**src/rtl/uc_booth_pkg.sv**
```systemverilog
// uc_booth_pkg
//   Shared definitions for the Booth multiplier control unit.
//   - N_DEFAULT : default multiplier width / Booth iteration count
//   - state_t   : control FSM state encoding
package uc_booth_pkg;

  localparam int unsigned N_DEFAULT = 3;

  typedef enum logic [2:0] {
    IDLE  = 3'd0,
    LOAD  = 3'd1,
    EVAL  = 3'd2,
    SHIFT = 3'd3,
    DONE  = 3'd4
  } state_t;

endpackage

```
**src/rtl/uc_booth_contador_iter.sv**
```systemverilog
// contador_iter
//   Booth iteration down-counter. Loads N, decrements on request and
//   saturates at 0.
//   Ports:
//     clk   - clock, rising edge
//     reset - asynchronous active-low reset (counter returns to N)
//     load  - reload the counter with N
//     dec   - decrement request (ignored at 0)
//     zero  - counter is 0, or reaches 0 with the decrement in flight
import uc_booth_pkg::*;

module contador_iter #(
  parameter int unsigned N = N_DEFAULT
) (
  input  logic clk,
  input  logic reset,
  input  logic load,
  input  logic dec,
  output logic zero
);

  localparam int unsigned W = (N < 1) ? 1 : $clog2(N + 1);
  localparam logic [W-1:0] INIT = W'(N);

  logic [W-1:0] count;

  always_ff @(posedge clk or negedge reset) begin
    if (!reset) begin
      count <= INIT;
    end else if (load) begin
      count <= INIT;
    end else if (dec && (count != '0)) begin
      count <= count - W'(1);
    end
  end

  // Looks ahead through the current decrement so the FSM can leave the
  // last shift cycle directly for DONE.
  assign zero = (count == '0) || (dec && (count == W'(1)));

endmodule

```
**src/rtl/uc_booth.sv**
```systemverilog
// uc_booth
//   Control unit for a radix-2 Booth multiplier datapath (A:Q:Q-1, M).
//   Optional macro: UC_BOOTH_FASTSHIFT_EN -- in EVAL with {q0,qsub1} of
//   00/11 the shift is issued immediately and SHIFT is skipped.
//   Ports:
//     clk      - clock, rising edge
//     reset    - asynchronous active-low reset
//     start    - operation request, sampled only in IDLE
//     q0       - Q register LSB
//     qsub1    - Q-1 bit
//     CargaA   - load adder result into A
//     CargaQ   - load multiplier into Q
//     CargaM   - load multiplicand into M
//     clrA     - clear A and Q-1
//     desplaza - arithmetic right shift of A:Q:Q-1
//     resta    - adder mode (1 = A-M, 0 = A+M)
//     fin      - result valid in A:Q
import uc_booth_pkg::*;

module uc_booth #(
  parameter int unsigned N = N_DEFAULT
) (
  input  logic clk,
  input  logic reset,
  input  logic start,
  input  logic q0,
  input  logic qsub1,
  output logic CargaA,
  output logic CargaQ,
  output logic CargaM,
  output logic clrA,
  output logic desplaza,
  output logic resta,
  output logic fin
);

  state_t state, next;
  logic   cnt_zero;

  contador_iter #(.N(N)) u_cnt (
    .clk  (clk),
    .reset(reset),
    .load (state == LOAD),
    .dec  (desplaza),
    .zero (cnt_zero)
  );

  always_ff @(posedge clk or negedge reset) begin
    if (!reset) state <= IDLE;
    else        state <= next;
  end

  // Output decode kept apart from next-state logic: next-state depends on
  // cnt_zero, which in turn depends on desplaza.
  always_comb begin
    CargaA   = 1'b0;
    CargaQ   = 1'b0;
    CargaM   = 1'b0;
    clrA     = 1'b0;
    desplaza = 1'b0;
    resta    = 1'b0;
    fin      = 1'b0;
    case (state)
      LOAD: begin
        CargaQ = 1'b1;
        CargaM = 1'b1;
        clrA   = 1'b1;
      end
      EVAL: begin
        case ({q0, qsub1})
          2'b01:   CargaA = 1'b1;
          2'b10: begin
            CargaA = 1'b1;
            resta  = 1'b1;
          end
          default: begin
`ifdef UC_BOOTH_FASTSHIFT_EN
            desplaza = 1'b1;
`endif
          end
        endcase
      end
      SHIFT:   desplaza = 1'b1;
      DONE:    fin      = 1'b1;
      default: ;
    endcase
  end

  always_comb begin
    next = state;
    case (state)
      IDLE: if (start) next = LOAD;
      LOAD: next = EVAL;
      EVAL: begin
`ifdef UC_BOOTH_FASTSHIFT_EN
        if (q0 == qsub1) next = cnt_zero ? DONE : EVAL;
        else             next = SHIFT;
`else
        next = SHIFT;
`endif
      end
      SHIFT: next = cnt_zero ? DONE : EVAL;
      DONE:  if (!start) next = IDLE;
      default: next = IDLE;
    endcase
  end

endmodule

```
**config.mk**
```make
export PLATFORM = sky130hd
export DESIGN_NAME = uc_booth
export DESIGN_NICKNAME = d
export VERILOG_FILES = /design/src/rtl/uc_booth_pkg.sv /design/src/rtl/uc_booth_contador_iter.sv /design/src/rtl/uc_booth.sv
export SDC_FILE = /design/constraint.sdc
export NUM_CORES = 1
export LEC_CHECK = 0
export BUFFER_PORTS_ARGS = -buffer_cell sky130_fd_sc_hd__buf_2
export CAP_MARGIN = 40
export CORE_AREA = 4 4 41 43
export CTS_CLUSTER_DIAMETER = 40
export CTS_CLUSTER_SIZE = 20
export DETAILED_ROUTE_END_ITERATION = 12
export DIE_AREA = 0 0 45 47
export PLACE_DENSITY = 0.53
export RECOVER_POWER = 25
export SLEW_MARGIN = 5
export SYNTH_ARGS = -nofsm -noshare
export SYNTH_HDL_FRONTEND = slang
export SYNTH_SLANG_ARGS = --single-unit
export TNS_END_PERCENT = 5
```
**constraint.sdc**
```tcl
create_clock -name clk -period 1.4 [get_ports clk]
set_input_delay 0 -clock clk [delete_from_list [all_inputs] [get_ports clk]]
set_output_delay 0 -clock clk [all_outputs]
set_load 0.02 [all_outputs]
```
==> metrics.md <==
| Metric | Value |
|---|---|
| H-tree depth | `1` |
| Worst hold path class | `primary input to async pin` |
| Routing usage on met1 | `0.06697` |
| Critical Path Max Stage Delay | `550 ps` |
| Status | `finished, final reports clean` |
| First-pass GRT wire length | `a little over 1 mm` |
| Number of port buffers | `11` |
| Crit-path max FO | `4` |
| Mux contribution to synthesized area | `0` |
| Post-synthesis compound-gate area fraction | `0.1133` |
| Final core occ | `0.3221` |
| Worst Setup Start Kind | `register` |
| Latest clock arrival within the worst-skew pair | `approximately 240 ps` |
| Met3 Use GR | `0.04598` |
| Initial antenna violation count | `0` |
| Commonest non-fill, non-tap cells in the layout | `buf_2, inv_1, nor2_1` |
| Lkg Pwr | `between 0.2 and 0.25 nW` |
| Fin. Hold Viols | `0` |
| Sequential area share after synthesis | `0.3984` |
| DRC viols | `0` |
| Bufs and invs on worst path | `1` |
| WS Path Type | `register to register` |
| Filler Cell Count | `~150` |
| Initial Util | `0.2462` |
| RSZ-0062 raised after global routing | `no` |
| Post-Synth Adder-Cell Area | `0.1172` |
| Setup TNS | `0 ps` |
| Clock transition at the registers of the reported paths | `approximately 50 ps` |
| Diode count | `0` |
| Cts bufs inserted | `3` |
| Sink Count | `5` |
| VDD IR max | `908.1 uV` |
| TritonCTS clock tree | `built` |
| Most Used Layer, Global Route | `met2` |
| Crit path capture type | `register` |
| Xor-xnor portion of the synthesized cell area | `0` |
| Vias in the first global route | `254` |
| CP delay by family, top | `flip-flops` |
| Yosys warns | `0` |
| Synthesized instance count | `37` |
| Max clock buf depth | `2` |
| Met2 usage | `0.1271` |
| Area Overhead vs Synth | `30.86%` |
| Tcrit/Tclk final | `0.9342` |
| Synth Area per Inst | `8.657 sq um` |
| HPWL after DPL | `approximately 480 um` |
| Initial drt markers | `1` |
| Core area | `1301 sq um` |
| DRT Pass-1 Iters | `2` |
| Final setup violation count | `0` |
| Die outline area | `2115 sq um` |
| Global placer's final weighted congestion | `between 0.6 and 0.7` |
| Clock period minus worst slack | `approximately 1300 ps` |
| CP required | `1550 ps` |
| Gr ovfl total | `0` |
| Slowest CP cell | `dfstp_2` |
| IO Count | `12` |
| Post-synthesis register bit count | `5` |
| Setup bufs post-CTS | `0` |
| Slew margin rel. | `0.8207` |
| Detail Route Antenna Nets | `0` |
| Synth Area in Simple Gates | `0.2500` |
| F_max | `~760 MHz` |
| FP Rows | `13` |
| Cell variety after synth | `18` |
| Die Y | `around 47 um` |
| Max-cap violations | `0` |
| Vias/cell | `4.152` |
| Fin cells | `66` |
| Layout Nets | `60` |
| DR WL/cell | `9.682 um` |
| Proportion of layout cells with a drive suffix above 1 | `0.3333` |
| Final wirelength | `between 600 and 700 um` |
| Cells after DPL | `60` |
| Critical path arrival | `1460 ps` |
| Worst-path cell chain | `inv_1, ha_1, o21ai_1, nor2_1, nor3_1` |
| Cell Area, Synth | `320.3 sq um` |
| Max-slew violation count | `0` |
| Main combinational cell family by area after synthesis | `simple AND/OR/NAND/NOR gates` |
| Power Dens Cells | `approximately 2200 nW/um^2` |
| Syn nets | `45` |
| Vias | `274` |
| Slew at the pin closest to its max-slew limit | `269.0 ps` |
| Commonest non-fill, non-tap cell in the layout | `buf_2` |
| CTS Root Cell | `clkbuf_4` |
| Layout Skew | `5.669 ps` |
| Pin count of the biggest net entering global routing | `9` |
| Die width | `between 40 and 50 um` |
| Tot GR Track Use | `0.07069` |
[layout make-up]
type                    instances  area (sq um)  area share
multi-input cells              24         153.9      0.3672
flip-flops and latches          5         127.6      0.3045
inverters                       5         18.77     0.04478
repair buffers                 13         73.82      0.1761
well taps                      15         18.77     0.04478
clock buffers                   4         26.28     0.06269
[power by group]
group / internal [mW] / leakage [nW] / switching, mW
Clock: 0.108 / 0.0150 / 0.0582
Combinational: 0.171 / 0.157 / 0.259
Sequential: 0.229 / 0.0571 / 0.0918
Total: 0.508 / 0.229 / 0.409
[through the flow]
step | hold WS, ps | power (mW) | instance area, sq um | setup WS, ps
final | 140.9 | 0.9178 | 419.2 | 92.09
after global routing | 161.5 | 1.006 | 419.2 | 17.19
after CTS | 94.83 | 0.9343 | 420.4 | 8.737
after detailed placement | -180.1 | 0.7487 | 374.1 | 44.55
after global placement | -182.6 | 0.7539 | 374.1 | 30.10
after floorplan | -295.6 | 0.6514 | 320.3 | 183.2
[worst reg2reg max path, stage by stage, from the launching register on]
cell and delay, ps:
dfstp_2 550, inv_1 50, ha_1 230, o21ai_1 190, nor2_1 60, nor3_1 130
[layer usage]
metal	vias up	wire length [um]	share of wire
met5	-	0	0
met4	0	0	0
met3	0	31	0.049
met2	6	339	0.53
met1	119	268	0.42
li1	149	-	-
[path summary, 6_finish.rpt]
path	from	end	slack, ps	depth (start not counted)
setup / recovery	u_cnt.count[0]	state[1]	90	5
hold / removal	reset	state[1]	140	2
setup reg to reg	u_cnt.count[0]	state[1]	90	5
hold reg to reg	state[2]	state[0]	510	1
max in group asynchronous	reset	u_cnt.count[0]	1000	2
min in group clk	q0	CargaA	380	4
[synthesized netlist by cell type (all sizes together)]
library cell	n	area, sq um
nand2b	2	12.51
and2	1	8.760
inv	5	18.77
dfrtp	3	75.07
o21ai	1	5.000
clkbuf	1	5.000
buf	2	15.01
nor2	6	25.03
ha	3	37.54
a31oi	2	12.51
and2b	1	7.510
dfstp	2	52.55
nor3	3	15.01
a21oi	2	10.01
nand2	1	3.750
nor3b	1	7.510
o2bb2ai	1	8.760
[state kept, by name, indices dropped and copies added (netlist names)]
| name | count |
|---|---|
| state | 3 |
| u_cnt.count | 2 |
[repair_timing]
action,4_1_cts,5_1_grt
hold buffers,2,0
hold endpoints to repair,6,0
gates resized for setup,0,1
setup endpoints to repair,0,1
[cells by family after synthesis]
logic type               count (synthesis)
AND/OR/NAND/NOR                         15
flip-flops                               5
AO/OA/AOI/OAI                            6
adder cells (fa/ha/maj)                  3
buffers and inverters                    8
Power figures use the tool's default switching activity.
